--- config.mk ---
export PLATFORM = sky130hd
export DESIGN_NAME = store_buffer
export DESIGN_NICKNAME = d
export VERILOG_FILES = /design/src/rtl/store_buffer.sv
export SDC_FILE = /design/constraint.sdc
export NUM_CORES = 1
export LEC_CHECK = 0
export CAP_MARGIN = 15
export CORE_MARGIN = 2
export CORE_UTILIZATION = 51
export DETAILED_ROUTE_END_ITERATION = 10
export PLACE_DENSITY = 0.77
export RECOVER_POWER = 50
export SLEW_MARGIN = 15
export SYNTH_ARGS = -nofsm -noshare
export SYNTH_HDL_FRONTEND = slang
export SYNTH_SLANG_ARGS = --single-unit
--- constraint.sdc ---
create_clock -name clk -period 3.6 [get_ports clk]
set_input_delay 0.36 -clock clk [delete_from_list [all_inputs] [get_ports clk]]
set_output_delay 0.36 -clock clk [all_outputs]
set_load 0.005 [all_outputs]
--- src/rtl/store_buffer.sv ---
// Four-entry store buffer between EX/MEM and dataMemory: buffers stores, drains them when the
// memory port is free, forwards word data to word loads and stalls loads on partial overlaps.
module store_buffer #(
  parameter int unsigned DEPTH = 4,
  parameter int unsigned AW    = 16,
  parameter int unsigned DW    = 16
) (
  input  logic                     clk,
  input  logic                     rst,
  input  logic                     st_valid,
  input  logic [AW-1:0]            st_addr,
  input  logic [DW-1:0]            st_data,
  input  logic                     st_byte,
  output logic                     st_ready,
  input  logic                     ld_valid,
  input  logic [AW-1:0]            ld_addr,
  input  logic                     ld_byte,
  output logic [DW-1:0]            ld_data,
  output logic                     ld_stall,
  input  logic [DW-1:0]            mem_rdata,
  output logic                     memWrite,
  output logic                     memRead,
  output logic                     sByte,
  output logic [AW-1:0]            addr,
  output logic [DW-1:0]            wrData,
  output logic                     empty,
  output logic [$clog2(DEPTH):0]   count
);

  localparam int unsigned PW = $clog2(DEPTH);
  localparam int unsigned CW = PW + 1;

  logic [AW-1:0]    addrQ [DEPTH];
  logic [DW-1:0]    dataQ [DEPTH];
  logic [DEPTH-1:0] byteQ;

  logic [PW-1:0] headQ, headD;
  logic [PW-1:0] tailQ, tailD;
  logic [CW-1:0] countQ, countD;

  logic          full;
  logic          push;
  logic          pop;
  logic          anyMatch;
  logic [PW-1:0] matchIdx;
  logic [PW-1:0] idx;
  logic          forward;
  logic          hazard;
  logic          memLoad;

  assign full     = (countQ == CW'(DEPTH));
  assign empty    = (countQ == '0);
  assign st_ready = !full;
  assign count    = countQ;

  // Walk oldest to youngest so the last hit is the youngest matching entry.
  always_comb begin
    anyMatch = 1'b0;
    matchIdx = '0;
    idx      = '0;
    for (int k = 0; k < int'(DEPTH); k++) begin
      idx = headQ + PW'(k);
      if ((CW'(k) < countQ) && (addrQ[idx][AW-1:1] == ld_addr[AW-1:1])) begin
        anyMatch = 1'b1;
        matchIdx = idx;
      end
    end
  end

  assign forward = ld_valid && anyMatch && !byteQ[matchIdx] && !ld_byte;
  assign hazard  = ld_valid && anyMatch && !forward;
  assign memLoad = ld_valid && !anyMatch;
  assign push    = st_valid && !full;
  // Forwarded and stalled loads leave the port free, so the head keeps draining.
  assign pop     = !empty && !memLoad;

  always_comb begin
    memWrite = 1'b0;
    memRead  = 1'b0;
    sByte    = 1'b0;
    addr     = '0;
    wrData   = '0;
    ld_data  = '0;
    ld_stall = hazard;
    if (memLoad) begin
      memRead = 1'b1;
      addr    = ld_addr;
      sByte   = ld_byte;
      ld_data = mem_rdata;
    end else if (pop) begin
      memWrite = 1'b1;
      addr     = addrQ[headQ];
      wrData   = dataQ[headQ];
      sByte    = byteQ[headQ];
    end
    if (forward) begin
      ld_data = dataQ[matchIdx];
    end
  end

  always_comb begin
    headD  = pop  ? headQ + PW'(1) : headQ;
    tailD  = push ? tailQ + PW'(1) : tailQ;
    countD = countQ;
    unique case ({push, pop})
      2'b10:   countD = countQ + CW'(1);
      2'b01:   countD = countQ - CW'(1);
      default: countD = countQ;
    endcase
  end

  always_ff @(posedge clk or posedge rst) begin
    if (rst) begin
      headQ  <= '0;
      tailQ  <= '0;
      countQ <= '0;
    end else begin
      headQ  <= headD;
      tailQ  <= tailD;
      countQ <= countD;
    end
  end

  always_ff @(posedge clk) begin
    if (push) begin
      addrQ[tailQ] <= st_addr;
      dataQ[tailQ] <= st_data;
      byteQ[tailQ] <= st_byte;
    end
  end

endmodule
==> out/qor.txt <==
sequential area share after synthesis = 41.23%
# hold bufs at CTS = 0
Clk Latency, worst-skew pair = 440 ps
layout cell share with drive strength beyond 1 = 42.83%
top cells by area, synth = edfxtp_1, mux4_2, mux2i_1
Slew @ Worst Pin = 1055 ps
# port buffers = 126
pre-CTS setup slack = -891.5 ps
final hold viol count = 0
clk sinks = 139
Pleak = 5.595 nW
failing checks = negative setup slack
Final WS setup = -1042 ps
clk slew on worst S/H paths = 70 ps
hold_ws = 325.9 ps
met3 global-route usage = 6.623%
Post-route DRC = 0
chip width = 144.3 um
Post-DRT Antenna Nets = 0
number of global-route vias before repair = 9502
busiest layer in global routing = met2
Post-synth top cells = edfxtp_1, nand2_1, mux2i_1, xnor2_1, mux4_2
via count = 9373
Max Clk Rate = 215.4 MHz
Die Y = 144.3 um
PD cells = 752.8 mW/mm2
antenna violations before repair = 0
CP max FO = 9
Initial Utilization = 51.75%
Final Max Tran Viols = 0
syn_nets = 954
first-pass iteration count of the detailed router = 6
DPL Wire Length = 21510 um
DR WL/cell = 23.01 um
Rows = 51
# diodes = 0
final critical-path required period = 4642 ps
RSZ-0062 raised after global routing = true
startpoint types = flip-flop
library cells used by synthesis = 72
post-synthesis async set-or-reset flop share = 5.036%
# setup viols final = 55
Synth Area per Inst = 11.47 um2
first-pass GRT wire length = 52120 um
YS warnings = 0
most common cell in the synthesized netlist = edfxtp_1
Final Skew = 11.96 ps
worst vdd ir = 0.6650 mV
Synth area leader = edfxtp_1
Most used DFF post-synth = edfxtp_1
Post-Syn Area = 0.01004 mm2
cell count after synthesis = 875
Worst EP required = 3240 ps
Hold Path Class = in2async
area of the core = 0.01940 mm2
DR iter-0 viols = 980
grt total ovfl = 0
largest net degree at the start of global routing = 73
routability congestion estimate = 0.9422
fin nets = 1259
status = finished with violations
All-Layer GR Usage = 33.15%
EDFF count, synth = 132
Longest Clk Path Bufs = 2
I/O pin count = 127
total power = 10.86 mW
crit path capture type = output pin
#FFs+latches synth = 139
max-cap violation count = 0
relative slew slack = 29.66%
met1 GRT Util = 44.34%
total CTS buffers = 17
Synth top area share = 39.48%
arrival time worst endpoint = 4280 ps
CTS tree = built
Via density = 6.429
kind of critical path = reg2out
H-tree levels = 4
total wire length = 33550 um
P&R area growth vs syn = 43.63%
period utilization = 128.9%
met2 Usage GRT = 53.40%
clk root buf = clkbuf_16
die area = 0.02082 mm2
## what timing repair did
item,CTS,global route
cloned,6,0
endpoints found under the setup margin,55,57
buffers inserted,44,7
gates resized for setup,319,16
endpoints found under the hold margin,0,0
pin swaps,35,18
## cell type report
| class | count | area, um2 |
|---|---|---|
| clock buffer | 17 | 425.4 |
| sequential | 139 | 4146 |
| fill | 1241 | 4979 |
| clock inverter | 15 | 176.4 |
| multi-input combinational | 622 | 5897 |
| inverter | 32 | 126.4 |
| tap | 265 | 331.6 |
| timing repair buffer | 368 | 3317 |
## critical path, cell delays in order, from the launching register on
cell and delay (ps):
dfrtp_4 490, buf_4 150, buf_12 140, buf_4 160
mux2i_1 200, mux2i_1 130, xnor2_1 230, buf_4 170
nand4_1 130, or4_4 560, buf_4 170, buf_4 170
nor2_1 100, a41o_1 150, a2111oi_4 90, buf_4 160
clkbuf_16 150, buf_6 110, buf_6 110, nand3_2 60
o211ai_2 80, buf_2 130
## stage by stage
stage               area, um2  instances  utilization [%]  setup TNS [ps]
floorplan               10050        875                -               0
global placement        12840       1372            66.18          -29240
detailed placement      12840       1372            66.18          -29620
CTS                     14350       1452            73.95          -34940
global route            14420       1458            74.34          -49410
finish                  14420       1458            74.34          -39390
## worst paths after layout
path	depth (start not counted)	from	slack (ps)	to
worst min register to register	2	tailQ[1]	650	tailQ[1]
min in group clk	1	st_addr[6]	630	addrQ[1][6]
worst max-delay path	21	headQ[1]	-1040	ld_data[10]
worst min-delay path	2	rst	330	count[2]
worst max register to register	20	headQ[0]	-280	count[2]
max in group asynchronous	2	rst	2990	headQ[1]
## power by group
group / internal, mW / switching (mW)
Clock: 1.05 / 0.775
Sequential: 2.17 / 0.281
Combinational: 3.39 / 3.19
Total: 6.61 / 4.25
## flip-flops by register name (all words and copies together) (netlist names)
register / cells
headQ: 2
tailQ: 2
addrQ: 64
dataQ: 64
count: 3
byteQ: 4
## metal layers
layer | routed length, um | vias to the layer above | part of all wire (%)
li1 | - | 4094 | -
met1 | 13420 | 4627 | 40
met2 | 16080 | 547 | 48
met3 | 2981 | 105 | 8.9
met4 | 1074 | 0 | 3.2
met5 | 0 | - | 0
## cells in the final DEF, fill, tap and decap left out, types with 5 or more instances in the layout
cell type | Yosys | routed
mux2_2 | 22 | 21
inv_1 | 31 | 30
xor2_1 | 12 | 12
inv_6 | 0 | 6
o21ai_1 | 1 | 8
xnor2_2 | 0 | 13
buf_4 | 3 | 198
clkbuf_16 | 0 | 18
nor2_1 | 26 | 26
mux2i_1 | 69 | 66
dfrtp_1 | 7 | 5
o221ai_1 | 18 | 18
clkdlybuf4s15_2 | 0 | 13
o22ai_1 | 35 | 32
o2111ai_1 | 7 | 5
o211ai_1 | 26 | 26
xnor2_1 | 53 | 39
mux4_2 | 46 | 46
edfxtp_1 | 132 | 132
a22oi_1 | 18 | 16
dlygate4sd3_1 | 0 | 34
buf_12 | 0 | 17
clkdlybuf4s50_1 | 0 | 40
buf_6 | 7 | 24
buf_2 | 23 | 33
o221a_2 | 15 | 15
o21ai_0 | 22 | 8
o21ai_2 | 1 | 6
nand2_1 | 73 | 69
nand3_2 | 1 | 16
nand4_1 | 11 | 11
and2_1 | 22 | 19
ha_1 | 9 | 8
o211ai_2 | 10 | 10
nand3_1 | 21 | 5
o21a_1 | 6 | 5
o311ai_0 | 16 | 15
nand2_2 | 1 | 5
a21oi_1 | 9 | 8
## cells by family after synthesis
family	count (synthesis)	share of synthesized area (%)
AO/OA/AOI/OAI	217	17.31
AND/OR/NAND/NOR	192	9.671
flip-flops	139	41.23
multiplexers	138	19.78
buffers and inverters	115	5.222
XOR/XNOR	65	5.671
adder cells (fa/ha/maj)	9	1.122
Power figures use the tool's default switching activity.
